--- config.mk ---
export PLATFORM = sky130hd
export DESIGN_NAME = alu_serial_ctrl
export DESIGN_NICKNAME = d
export VERILOG_FILES = /design/src/rtl/alu_serial_ctrl_pkg.sv /design/src/rtl/alu_serial_ctrl_bit_slice.sv /design/src/rtl/alu_serial_ctrl.sv
export SDC_FILE = /design/constraint.sdc
export NUM_CORES = 1
export LEC_CHECK = 0
export CORE_ASPECT_RATIO = 0.9
export CORE_MARGIN = 3
export CORE_UTILIZATION = 45
export DETAILED_ROUTE_END_ITERATION = 8
export GPL_ROUTABILITY_DRIVEN = 0
export PLACE_DENSITY = 0.72
export SYNTH_ARGS = -nofsm -noshare
export SYNTH_HDL_FRONTEND = slang
export SYNTH_HIERARCHICAL = 1
export SYNTH_SLANG_ARGS = --single-unit
--- constraint.sdc ---
create_clock -name clk -period 6.6 [get_ports clk]
set_clock_uncertainty 0.1 [all_clocks]
set_input_delay 1.32 -clock clk [delete_from_list [all_inputs] [get_ports clk]]
set_output_delay 1.32 -clock clk [all_outputs]
set_load 0.05 [all_outputs]
--- src/rtl/alu_serial_ctrl_pkg.sv ---
// Shared definitions for the bit-serial ALU controller.
// Provides the op code constants, the FSM state encoding, the datapath width and the
// bit-counter width, plus a helper that tells whether an op uses the adder carry chain.
package alu_serial_ctrl_pkg;

  localparam int WIDTH = 24;
  localparam int CNT_W = 5;

  localparam logic [2:0] OP_AND = 3'b000;
  localparam logic [2:0] OP_OR  = 3'b001;
  localparam logic [2:0] OP_ADD = 3'b010;
  localparam logic [2:0] OP_SLT = 3'b011;
  localparam logic [2:0] OP_XOR = 3'b100;

  typedef enum logic [1:0] {
    ST_IDLE = 2'd0,
    ST_RUN  = 2'd1,
    ST_DONE = 2'd2
  } state_t;

  // ADD and SLT are the only ops whose carry/overflow flags are meaningful.
  function automatic logic is_arith(input logic [2:0] op);
    return (op == OP_ADD) || (op == OP_SLT);
  endfunction

endpackage

--- src/rtl/alu_serial_ctrl_bit_slice.sv ---
// One-bit ALU slice with an 8:1 result select; purely combinational (zero latency, no flow control).
// Ports: a, b, cin = operand bits and carry-in; op = result select;
//        res = selected result bit; cout = full-adder carry-out (valid for every op).
module alu_bit_slice
  import alu_serial_ctrl_pkg::*;
(
  input  logic       a,
  input  logic       b,
  input  logic       cin,
  input  logic [2:0] op,
  output logic       res,
  output logic       cout
);

  logic sum;

  assign sum  = a ^ b ^ cin;
  assign cout = (a & b) | (cin & (a ^ b));

  // SLT contributes 0 per bit; the controller patches bit 0 after the last bit.
  // Reserved selects are tied to 0.
  always_comb begin
    res = 1'b0;
    case (op)
      OP_AND:  res = a & b;
      OP_OR:   res = a | b;
      OP_ADD:  res = sum;
      OP_SLT:  res = 1'b0;
      OP_XOR:  res = a ^ b;
      default: res = 1'b0;
    endcase
  end

endmodule

--- src/rtl/alu_serial_ctrl.sv ---
// Bit-serial 24-bit ALU controller: latches operands on start, processes one bit per cycle.
// Latency: start accepted at edge k, done pulses in the cycle after edge k+24; 26 cycles per op.
// Backpressure: none; start is only sampled in IDLE and ignored while busy.
// Ports: clk, rst_n (async active-low); start/op/b_invert/a/b = request;
//        busy, done (1-cycle pulse), result, carry_out, overflow, zero = registered outputs.
module alu_serial_ctrl
  import alu_serial_ctrl_pkg::*;
(
  input  logic             clk,
  input  logic             rst_n,
  input  logic             start,
  input  logic [2:0]       op,
  input  logic             b_invert,
  input  logic [WIDTH-1:0] a,
  input  logic [WIDTH-1:0] b,
  output logic             busy,
  output logic             done,
  output logic [WIDTH-1:0] result,
  output logic             carry_out,
  output logic             overflow,
  output logic             zero
);

  state_t           state;
  logic [CNT_W-1:0] cnt;
  logic [WIDTH-1:0] a_sh;
  logic [WIDTH-1:0] b_sh;
  logic [2:0]       op_r;
  logic             carry;

  logic             s_res;
  logic             s_cout;
  logic             last_bit;
  logic             ovf;
  logic             sum_msb;
  logic [WIDTH-1:0] shifted;
  logic [WIDTH-1:0] final_res;

  // Operands are consumed LSB-first from bit 0 of the shift registers.
  alu_bit_slice u_slice (
    .a    (a_sh[0]),
    .b    (b_sh[0]),
    .cin  (carry),
    .op   (op_r),
    .res  (s_res),
    .cout (s_cout)
  );

  assign last_bit = (cnt == CNT_W'(WIDTH - 1));
  // On the last bit, carry holds the carry into bit 23.
  assign ovf      = carry ^ s_cout;
  assign sum_msb  = a_sh[0] ^ b_sh[0] ^ carry;
  // New bits enter at the MSB, so the bit computed first lands in result[0].
  assign shifted  = {s_res, result[WIDTH-1:1]};
  assign final_res = (op_r == OP_SLT) ? {{(WIDTH-1){1'b0}}, sum_msb ^ ovf} : shifted;

  always_ff @(posedge clk or negedge rst_n) begin
    if (!rst_n) begin
      state     <= ST_IDLE;
      cnt       <= '0;
      a_sh      <= '0;
      b_sh      <= '0;
      op_r      <= '0;
      carry     <= 1'b0;
      busy      <= 1'b0;
      done      <= 1'b0;
      result    <= '0;
      carry_out <= 1'b0;
      overflow  <= 1'b0;
      zero      <= 1'b0;
    end else begin
      case (state)
        ST_IDLE: begin
          done <= 1'b0;
          if (start) begin
            a_sh   <= a;
            b_sh   <= b_invert ? ~b : b;
            op_r   <= op;
            carry  <= b_invert;  // +1 of the two's complement negate
            cnt    <= '0;
            result <= '0;
            busy   <= 1'b1;
            state  <= ST_RUN;
          end
        end
        ST_RUN: begin
          a_sh  <= a_sh >> 1;
          b_sh  <= b_sh >> 1;
          carry <= s_cout;
          cnt   <= cnt + 1'b1;
          if (last_bit) begin
            result    <= final_res;
            carry_out <= is_arith(op_r) ? s_cout : 1'b0;
            overflow  <= is_arith(op_r) ? ovf : 1'b0;
            zero      <= (final_res == '0);
            done      <= 1'b1;
            state     <= ST_DONE;
          end else begin
            result <= shifted;
          end
        end
        ST_DONE: begin
          done  <= 1'b0;
          busy  <= 1'b0;
          state <= ST_IDLE;
        end
        default: begin
          done  <= 1'b0;
          busy  <= 1'b0;
          state <= ST_IDLE;
        end
      endcase
    end
  end

endmodule

==> results.py, run 1 <==
metrics = {
    "status": {
        "status": "finished, final reports clean",
    },
    "setup_path": {
        "worst-path-buf-inv": 1,
        "cp_max_fo": 49,
        "critPathLaunchType": "primary input",
        "critPathArrivalTime_ns": 3.73,
        "worstSetupPathType": "primary input to register",
        "end_kind": "register",
        "critPathMaxStageDelay_ns": 1.06,
        "worstPathRequired_ns": 6.74,
        "critPathTopFamily": "simple AND/OR/NAND/NOR gates",
        "crit_slowest_cell": "nor2b_4",
        "crit_chain": "buf_2 > nor2b_4 > nand2b_1 > nand3_1 > o21ai_0",
    },
    "sta": {
        "finalSetupViolCount": 0,
        "fin_crit_ns": 3.59,
        "tightest_slew_ns": 1.15,
        "finalHoldViolations": 0,
        "drv_slew": 0,
        "rsz0062_at_grt": "false",
        "finalCritPeriodShare_pct": 54.4,
        "setup_tns_ns": 0,
        "max_freq_ghz": 0.278,
        "relSlewSlack_pct": 23.3,
        "final.setup.worst_slack_ns": 3.01,
    },
    "grt": {
        "grtUsageTotal_pct": 18.5,
        "globalRouteOverflowTotal": 0,
        "grt_pass1_wl_um": 17000,
        "grt_pass1_vias": 3413,
        "grt_max_degree": 87,
        "antenna_found_initial": 0,
    },
    "clock_network": {
        "ctsResizeCount": 0,
        "htreeDepth": 3,
        "cts_buffer_depth": 2,
        "cts_buffers": 9,
        "path_clk_slew_ns": 0.09,
        "postCtsSetupRepairBufs": 0,
        "clkLatencyLatePin_ns": 0.36,
        "cts_sinks": 88,
        "cts_tree": "yes",
        "cts_root_buf": "clkbuf_8",
        "hold_buffers": 0,
    },
    "place": {
        "place_hpwl_um": 6500,
        "io_buffers": 83,
        "pre_cts_ws_ns": 2.67,
        "placedCellCount": 610,
    },
    "yosys": {
        "synth_top_cell_area_share_pct": 49.7,
        "yosysMostFrequentCell": "dfrtp_1",
        "ys_seq_elements": 88,
        "synthFlopType": "dfrtp_1",
        "synth_seq_area_share_pct": 49.7,
        "syn_area_um2": 4430,
        "synth_area_leader_cell": "dfrtp_1",
        "netlist-cell-type-count": 36,
        "synth_common_cells": "dfrtp_1, a21oi_1, nor2b_1",
        "avgSynthCellArea_um2": 10.1,
        "yosys_warnings": 6,
        "syn_nets": 496,
        "synth_cells": 437,
        "synth_edf_count": 0,
        "synthTopCellsByArea": "dfrtp_1, a22oi_1, nor2b_1",
        "async_reset_ff_share_pct": 100,
    },
    "cells_and_area": {
        "area_growth_pct": 23.0,
        "num_antenna_cells": 0,
        "fill_cells": 813,
        "layoutNonFillerInstCount": 626,
        "drive_above_1_share_pct": 5.75,
        "seq_area_um2": 2200,
        "utilization_pct": 58.4,
        "fin_nets": 558,
        "multiInputGateArea_um2": 2020,
    },
    "detailed_routing": {
        "ant_nets": 0,
        "first_pass_iters": 4,
        "wl_um": 10200,
        "drtIter0Drc": 219,
        "viasPerCell": 5.65,
        "wl_per_cell_um": 16.4,
        "drc_errors": 0,
        "vias": 3538,
    },
    "flow_run": {
        "maxCapViolCount": 0,
    },
    "power": {
        "irDropWorstVdd_mv": 0.181,
        "power_density_nw_per_um2": 415,
        "p_leak_nw": 2.32,
        "power_mw": 2.26,
    },
    "hold_path": {
        "min_path_type": "register to register",
    },
    "floorplan": {
        "pin_count": 84,
        "die_x_um": 111,
        "design.core.area_um2": 9330,
        "row_count": 33,
        "start_util_pct": 47.5,
        "die-area_um2": 11100,
        "die_h_um": 100,
    },
}
## cell usage in the layout (no fill, tap or decap), types with 5 or more instances in the layout
| master | Yosys | routed |
|---|---|---|
| a21oi_1 | 49 | 49 |
| a22o_1 | 26 | 26 |
| a22oi_1 | 47 | 47 |
| buf_4 | 7 | 5 |
| clkbuf_8 | 0 | 10 |
| clkdlybuf4s50_1 | 0 | 81 |
| dfrtp_1 | 88 | 87 |
| inv_1 | 5 | 5 |
| nand2_1 | 17 | 17 |
| nor2_1 | 6 | 6 |
| nor2b_1 | 48 | 47 |
| nor4_1 | 5 | 5 |
| o21ai_0 | 40 | 40 |
| o21ai_1 | 17 | 17 |
| xor2_1 | 25 | 25 |
## metrics by stage
step | hold WS [ns] | cell area [um^2]
after floorplan | 0.349 | 4430
after global placement | 0.358 | 5250
after detailed placement | 0.374 | 5250
after CTS | 0.395 | 5450
after global routing | 0.414 | 5450
final | 0.385 | 5450
## cell type report
cell class / instances / share of cell area [%]
clock buffers: 10 / 2.52
inverters: 5 / 0.344
flip-flops and latches: 88 / 40.4
clock inverters: 6 / 1.26
well taps: 122 / 2.80
repair buffers: 87 / 15.7
multi-input cells: 308 / 37.0
## routing by layer
layer,GRT usage [%],vias up,wire length [um]
met4,4.07,0,100
met2,28.5,87,4740
met1,26.3,1748,4920
li1,-,1693,-
met3,5.24,10,482
met5,0,-,0
## report_power, final
group          switching, mW  internal [mW]
clock                  0.195          0.186
combinational          0.521          0.401
sequential             0.207          0.749
## tightest hold or removal path, delay by kind of cell (launching register included)
kind	cells	cell delay, ns
flops	1	0.35
compound gates	1	0.06
simple gates	1	0.04
## cell families (layout without fill, tap and decap cells)
| family | Yosys count | count (layout) | share of synthesized area [%] |
|---|---|---|---|
| AO/OA/AOI/OAI | 181 | 181 | 25.5 |
| AND/OR/NAND/NOR | 93 | 93 | 12.4 |
| multiplexers | 3 | 3 | 0.706 |
| buffers and inverters | 41 | 108 | 5.05 |
| XOR/XNOR | 27 | 27 | 5.34 |
| flip-flops | 88 | 88 | 49.7 |
| adder cells (fa/ha/maj) | 4 | 4 | 1.30 |
## worst paths after layout
check,startpoint,to,slack [ns],depth (start not counted)
setup reg to reg,state[0],cnt[3],3.92,6
min in group asynchronous,rst_n,result[18],0.64,1
hold reg to reg,carry_out,carry_out,0.38,2
setup / recovery,start,cnt[4],3.01,5
hold / removal,carry_out,carry_out,0.38,2
max in group asynchronous,rst_n,state[1],4.47,2
## sequential cells by signal, indices dropped and copies added, names as in the netlist
name,count
a_sh,24
b_sh,24
busy,1
carry,1
carry_out,1
cnt,5
done,1
op_r,3
overflow,1
result,24
state,2
zero,1
Note: power is estimated with default switching activity, not from simulation.
==> inputs of run 2 (changes only) <==
--- a/config.mk
+++ b/config.mk
@@ -10,7 +10,7 @@
 export CORE_UTILIZATION = 45
 export DETAILED_ROUTE_END_ITERATION = 8
 export GPL_ROUTABILITY_DRIVEN = 0
-export PLACE_DENSITY = 0.72
+export PLACE_DENSITY = 0.74
 export SYNTH_ARGS = -nofsm -noshare
 export SYNTH_HDL_FRONTEND = slang
 export SYNTH_HIERARCHICAL = 1
==> constraint.sdc (replaced) <==
create_clock -name clk -period 2.93 [get_ports clk]
set_clock_uncertainty 0.1 [all_clocks]
set_input_delay 0.586 -clock clk [delete_from_list [all_inputs] [get_ports clk]]
set_output_delay 0.586 -clock clk [all_outputs]
set_load 0.05 [all_outputs]
==> run 2 against run 1 <==
Effect of this change:
- sequential power increased by 120%
- utilization increased by 0.32 points
- design area increased by 0.55%
- combinational power increased by 130%
- via count increased by 2.6%
- critical path type is now register to register
- largest power group unchanged
==> results.py, run 2 (synthesis gave the netlist of run 1 again) <==
metrics = {
    "status": {
        "status": "finished, final reports clean",
    },
    "sta": {
        "setup_tns_ns": 0,
        "fin_crit_ns": 2.46,
        "max_freq_ghz": 0.406,
        "finalCritPeriodShare_pct": 84.0,
        "tightest_slew_ns": 1.27,
        "final.setup.worst_slack_ns": 0.469,
        "drv_slew": 0,
        "finalSetupViolCount": 0,
        "relSlewSlack_pct": 15.2,
        "rsz0062_at_grt": "false",
        "finalHoldViolations": 0,
    },
    "setup_path": {
        "crit_cells": 8,
        "cp_max_fo": 6,
        "worstPathRequired_ns": 3.11,
        "r2r_slack_ns": 0.47,
        "crit_chain": "fa_1 > mux2_1 > mux2i_1 > o21ai_1 > nor4_2 > nand4_1 > or3_1 > a21oi_1",
        "r2r-end": "zero",
        "critPathArrivalTime_ns": 2.64,
        "critPathTopFamily": "simple AND/OR/NAND/NOR gates",
        "worstSetupPathType": "register to register",
        "worst-path-buf-inv": 0,
        "r2r-start": "a_sh[0]",
        "end_kind": "register",
        "critPathMaxStageDelay_ns": 0.51,
        "worst_r2r_path_depth": 8,
        "critPathLaunchType": "register",
        "crit_slowest_cell": "fa_1",
    },
    "place": {
        "placedCellCount": 614,
        "place_hpwl_um": 7200,
        "pre_cts_ws_ns": 0.453,
        "io_buffers": 83,
        "placed_cell_area_um2": 5290,
    },
    "cells_and_area": {
        "final_cell_mix": "dfrtp_1, clkdlybuf4s50_1, a21oi_1",
        "final_common_cell": "dfrtp_1",
        "area_growth_pct": 23.7,
        "biggestRegsByFlops": "a_sh x24, b_sh x24, result x24",
        "fin_nets": 562,
        "layoutNonFillerInstCount": 628,
        "fin_area_um2": 5480,
        "num_antenna_cells": 0,
        "drive_above_1_share_pct": 6.13,
        "fill_cells": 827,
    },
    "detailed_routing": {
        "viasPerCell": 5.78,
        "wl_per_cell_um": 17.3,
        "first_pass_iters": 5,
        "drc_errors": 0,
        "wl_um": 10900,
        "ant_nets": 0,
        "drtIter0Drc": 256,
        "vias": 3630,
    },
    "clock_network": {
        "htreeDepth": 3,
        "cts_tree": "yes",
        "path_clk_slew_ns": 0.08,
        "clkLatencyLatePin_ns": 0.35,
        "cts_buffer_depth": 2,
        "hold_buffers": 0,
        "cts_root_buf": "clkbuf_8",
        "cts_buffers": 9,
        "cts_sinks": 88,
        "postCtsSetupRepairBufs": 0,
        "ctsResizeCount": 0,
    },
    "power": {
        "power_density_nw_per_um2": 936,
        "power_mw": 5.13,
        "irDropWorstVdd_mv": 0.383,
        "p_leak_nw": 2.35,
    },
    "floorplan": {
        "row_count": 33,
        "start_util_pct": 47.5,
        "die_h_um": 100,
        "die_x_um": 111,
        "pin_count": 84,
        "die-area_um2": 11100,
        "design.core.area_um2": 9330,
    },
    "grt": {
        "grt_max_degree": 52,
        "use_met1_pct": 27.6,
        "grtUsageTotal_pct": 19.9,
        "use_met3_pct": 4.16,
        "gr-max-usage-layer": "met2",
        "globalRouteOverflowTotal": 0,
        "grtUsageMet2_pct": 32.4,
        "grt_pass1_vias": 3611,
        "antenna_found_initial": 0,
        "grt_pass1_wl_um": 18100,
    },
    "hold_path": {
        "min_path_type": "primary input to async pin",
    },
    "flow_run": {
        "maxCapViolCount": 0,
    },
}
==> run 2: cell types whose count changed in the layout (fill, tap and decap cells not counted) <==
cell / delta
buf_12: +1
clkinv_4: -1
clkbuf_8: +1
buf_4: +3
clkinvlp_4: -3
clkinv_2: +1
==> run 2: area by class of cell <==
cell class | count | area (um^2) | share of cell area, %
sequential | 88 | 2200 | 40.2
multi-input combinational | 308 | 2020 | 36.8
timing repair buffer | 91 | 896 | 16.3
tap | 122 | 153 | 2.78
clock buffer | 11 | 151 | 2.76
clock inverter | 3 | 42.5 | 0.776
inverter | 5 | 18.8 | 0.342
==> run 2: metal layers <==
layer,part of all wire [%],vias up
met5,0,-
met4,1.3,0
met3,4.3,14
met2,49,100
met1,45,1807
li1,-,1709
==> run 2: worst max path at each step <==
| stage | from | end |
|---|---|---|
| 4_1_cts | a_sh[0] | zero |
| 6_report | a_sh[0] | zero |
| 2_1_floorplan | a_sh[0] | zero |
| 3_3_place_gp | start | cnt[3] |
| 5_1_grt | a_sh[0] | zero |
| 3_5_place_dp | start | cnt[3] |
==> run 2: through the flow <==
stage                     util, %  hold WS, ns
final                        58.7        0.149
after global routing         58.7        0.202
after CTS                    58.7        0.180
after detailed placement     56.7        0.374
after global placement       56.7        0.365
after floorplan                 -        0.190
==> run 2: power breakdown <==
part | internal, mW | switching [mW] | total [mW]
Sequential | 1.69 | 0.455 | 2.14
Clock | 0.430 | 0.411 | 0.842
Combinational | 0.919 | 1.22 | 2.14
==> inputs of run 3 (changes only) <==
--- a/config.mk
+++ b/config.mk
@@ -10,7 +10,7 @@
 export CORE_UTILIZATION = 45
 export DETAILED_ROUTE_END_ITERATION = 8
 export GPL_ROUTABILITY_DRIVEN = 0
-export PLACE_DENSITY = 0.74
+export PLACE_DENSITY = 0.72
 export SYNTH_ARGS = -nofsm -noshare
 export SYNTH_HDL_FRONTEND = slang
 export SYNTH_HIERARCHICAL = 1
==> constraint.sdc (replaced) <==
create_clock -name clk -period 2.35 [get_ports clk]
set_clock_uncertainty 0.1 [all_clocks]
set_input_delay 0.47 -clock clk [delete_from_list [all_inputs] [get_ports clk]]
set_output_delay 0.47 -clock clk [all_outputs]
set_load 0.05 [all_outputs]
==> run 3 against run 2 <==
Effect of this change:
- fmax rose by 6.4%
- register-to-register slack lost 0.43 ns
- die area did not move
- highest routed layer unchanged
==> results.py, run 3 (synthesis gave the netlist of run 1 again) <==
metrics = {
    "detailed_routing": {
        "route.met3.wl_um": 529,
        "wl_per_cell_um": 16.9,
        "wl_met2_um": 5150,
        "drtIter0Drc": 251,
        "wl_met1_um": 4980,
        "first_pass_iters": 4,
        "drc_errors": 0,
        "routed.top_layer": "met4",
        "wl_um": 10700,
        "ant_nets": 0,
        "vias": 3611,
        "viasPerCell": 5.69,
    },
    "flow_run": {
        "maxCapViolCount": 0,
    },
    "grt": {
        "grt_pass1_wl_um": 17900,
        "antenna_found_initial": 0,
        "globalRouteOverflowTotal": 0,
        "grt_max_degree": 51,
        "grtUsageTotal_pct": 19.7,
        "grt_pass1_vias": 3531,
    },
    "clock_network": {
        "cts_buffer_depth": 2,
        "cts_buffers": 9,
        "path_clk_slew_ns": 0.09,
        "cts_sinks": 88,
        "clkLatencyLatePin_ns": 0.35,
        "cts_tree": "yes",
        "hold_buffers": 0,
        "cts_root_buf": "clkbuf_8",
        "htreeDepth": 3,
    },
    "setup_path": {
        "worstSetupPathType": "register to register",
        "critPathLaunchType": "register",
        "cp_max_fo": 2,
        "worstPathRequired_ns": 2.53,
        "critPathArrivalTime_ns": 2.49,
        "end_kind": "register",
        "r2r_slack_ns": 0.04,
    },
    "floorplan": {
        "row_count": 33,
        "die_x_um": 111,
        "die-area_um2": 11100,
        "pin_count": 84,
        "start_util_pct": 47.5,
        "die_h_um": 100,
        "design.core.area_um2": 9330,
    },
    "power": {
        "p_leak_nw": 2.38,
        "power_mw": 6.44,
        "irDropWorstVdd_mv": 0.587,
        "power_density_nw_per_um2": 1160,
    },
    "cells_and_area": {
        "biggestRegsByFlops": "a_sh x24, b_sh x24, result x24",
        "area_growth_pct": 25.4,
        "fin_nets": 567,
        "final_cell_mix": "dfrtp_1, clkdlybuf4s50_1, a21oi_1",
        "num_antenna_cells": 0,
        "final_common_cell": "dfrtp_1",
        "utilization_pct": 59.5,
        "layoutNonFillerInstCount": 635,
        "drive_above_1_share_pct": 7.60,
    },
    "sta": {
        "rsz0062_at_grt": "true",
        "finalHoldViolations": 0,
        "tightest_slew_ns": 1.19,
        "drv_slew": 0,
        "max_freq_ghz": 0.432,
        "setup_tns_ns": 0,
        "relSlewSlack_pct": 20.8,
        "finalSetupViolCount": 0,
        "fin_crit_ns": 2.31,
        "finalCritPeriodShare_pct": 98.4,
    },
    "status": {
        "status": "finished, final reports clean",
    },
    "hold_path": {
        "min_path_type": "primary input to async pin",
    },
    "place": {
        "io_buffers": 83,
        "place_hpwl_um": 7160,
        "placedCellCount": 619,
    },
}
run 3: changes by cell type in the layout (fill, tap and decap cells not counted), sizes merged:
| cell | previous run | this run |
|---|---|---|
| clkbuf | 11 | 10 |
| buf | 10 | 15 |
| clkinvlp | 1 | 3 |
| inv | 5 | 6 |
run 3: layout make-up:
type | instances | area [um^2]
clock buffers | 10 | 128
well taps | 122 | 153
flip-flops and latches | 88 | 2200
clock inverters | 6 | 70.1
inverters | 5 | 18.8
fillers | 798 | 3780
repair buffers | 96 | 958
multi-input cells | 308 | 2020
run 3: layer usage:
metal / up-vias / track usage [%]
li1: 1713 / -
met5: - / 0
met4: 0 / 4.64
met3: 6 / 4.46
met2: 93 / 30.4
met1: 1799 / 28.5
run 3: through the flow:
stage / hold slack [ns] / worst slack [ns] / area (um^2)
floorplan: 0.0744 / 0.105 / 4430
global placement: 0.358 / 0.0783 / 5350
global route: 0.0228 / -0.0680 / 5560
detailed placement: 0.365 / 0.0130 / 5350
CTS: 0.00818 / 0.00198 / 5550
finish: 0.00173 / 0.0370 / 5560
run 3: what timing repair did:
item	4_1_cts	5_1_grt
resized for setup	1	1
buffers inserted	0	0
pin swaps	4	0
setup endpoints to repair	1	1
run 3: report_power, final:
| part | internal (mW) | total [mW] | switching, mW |
|---|---|---|---|
| Combinational | 1.20 | 2.74 | 1.54 |
| Sequential | 2.11 | 2.65 | 0.543 |
| Clock | 0.497 | 1.05 | 0.554 |
| Total | 3.80 | 6.44 | 2.64 |
run 3: worst paths after layout:
| path | from | end | cells past startpoint |
|---|---|---|---|
| min | rst_n | result[22] | 1 |
| max in group asynchronous | rst_n | b_sh[18] | 2 |
| max reg2reg | b_sh[0] | zero | 8 |
| min reg2reg | carry_out | carry_out | 2 |
| min in group clk | carry_out | carry_out | 2 |
| max | b_sh[0] | zero | 8 |
run 3: worst max-delay path, stage by stage, from the launching register on:
cell,delay [ns]
dfrtp_1,0.41
fa_1,0.50
mux2_4,0.27
mux2i_1,0.16
o21ai_2,0.10
nor4_2,0.13
nand4_1,0.11
or3_1,0.32
a21oi_1,0.15
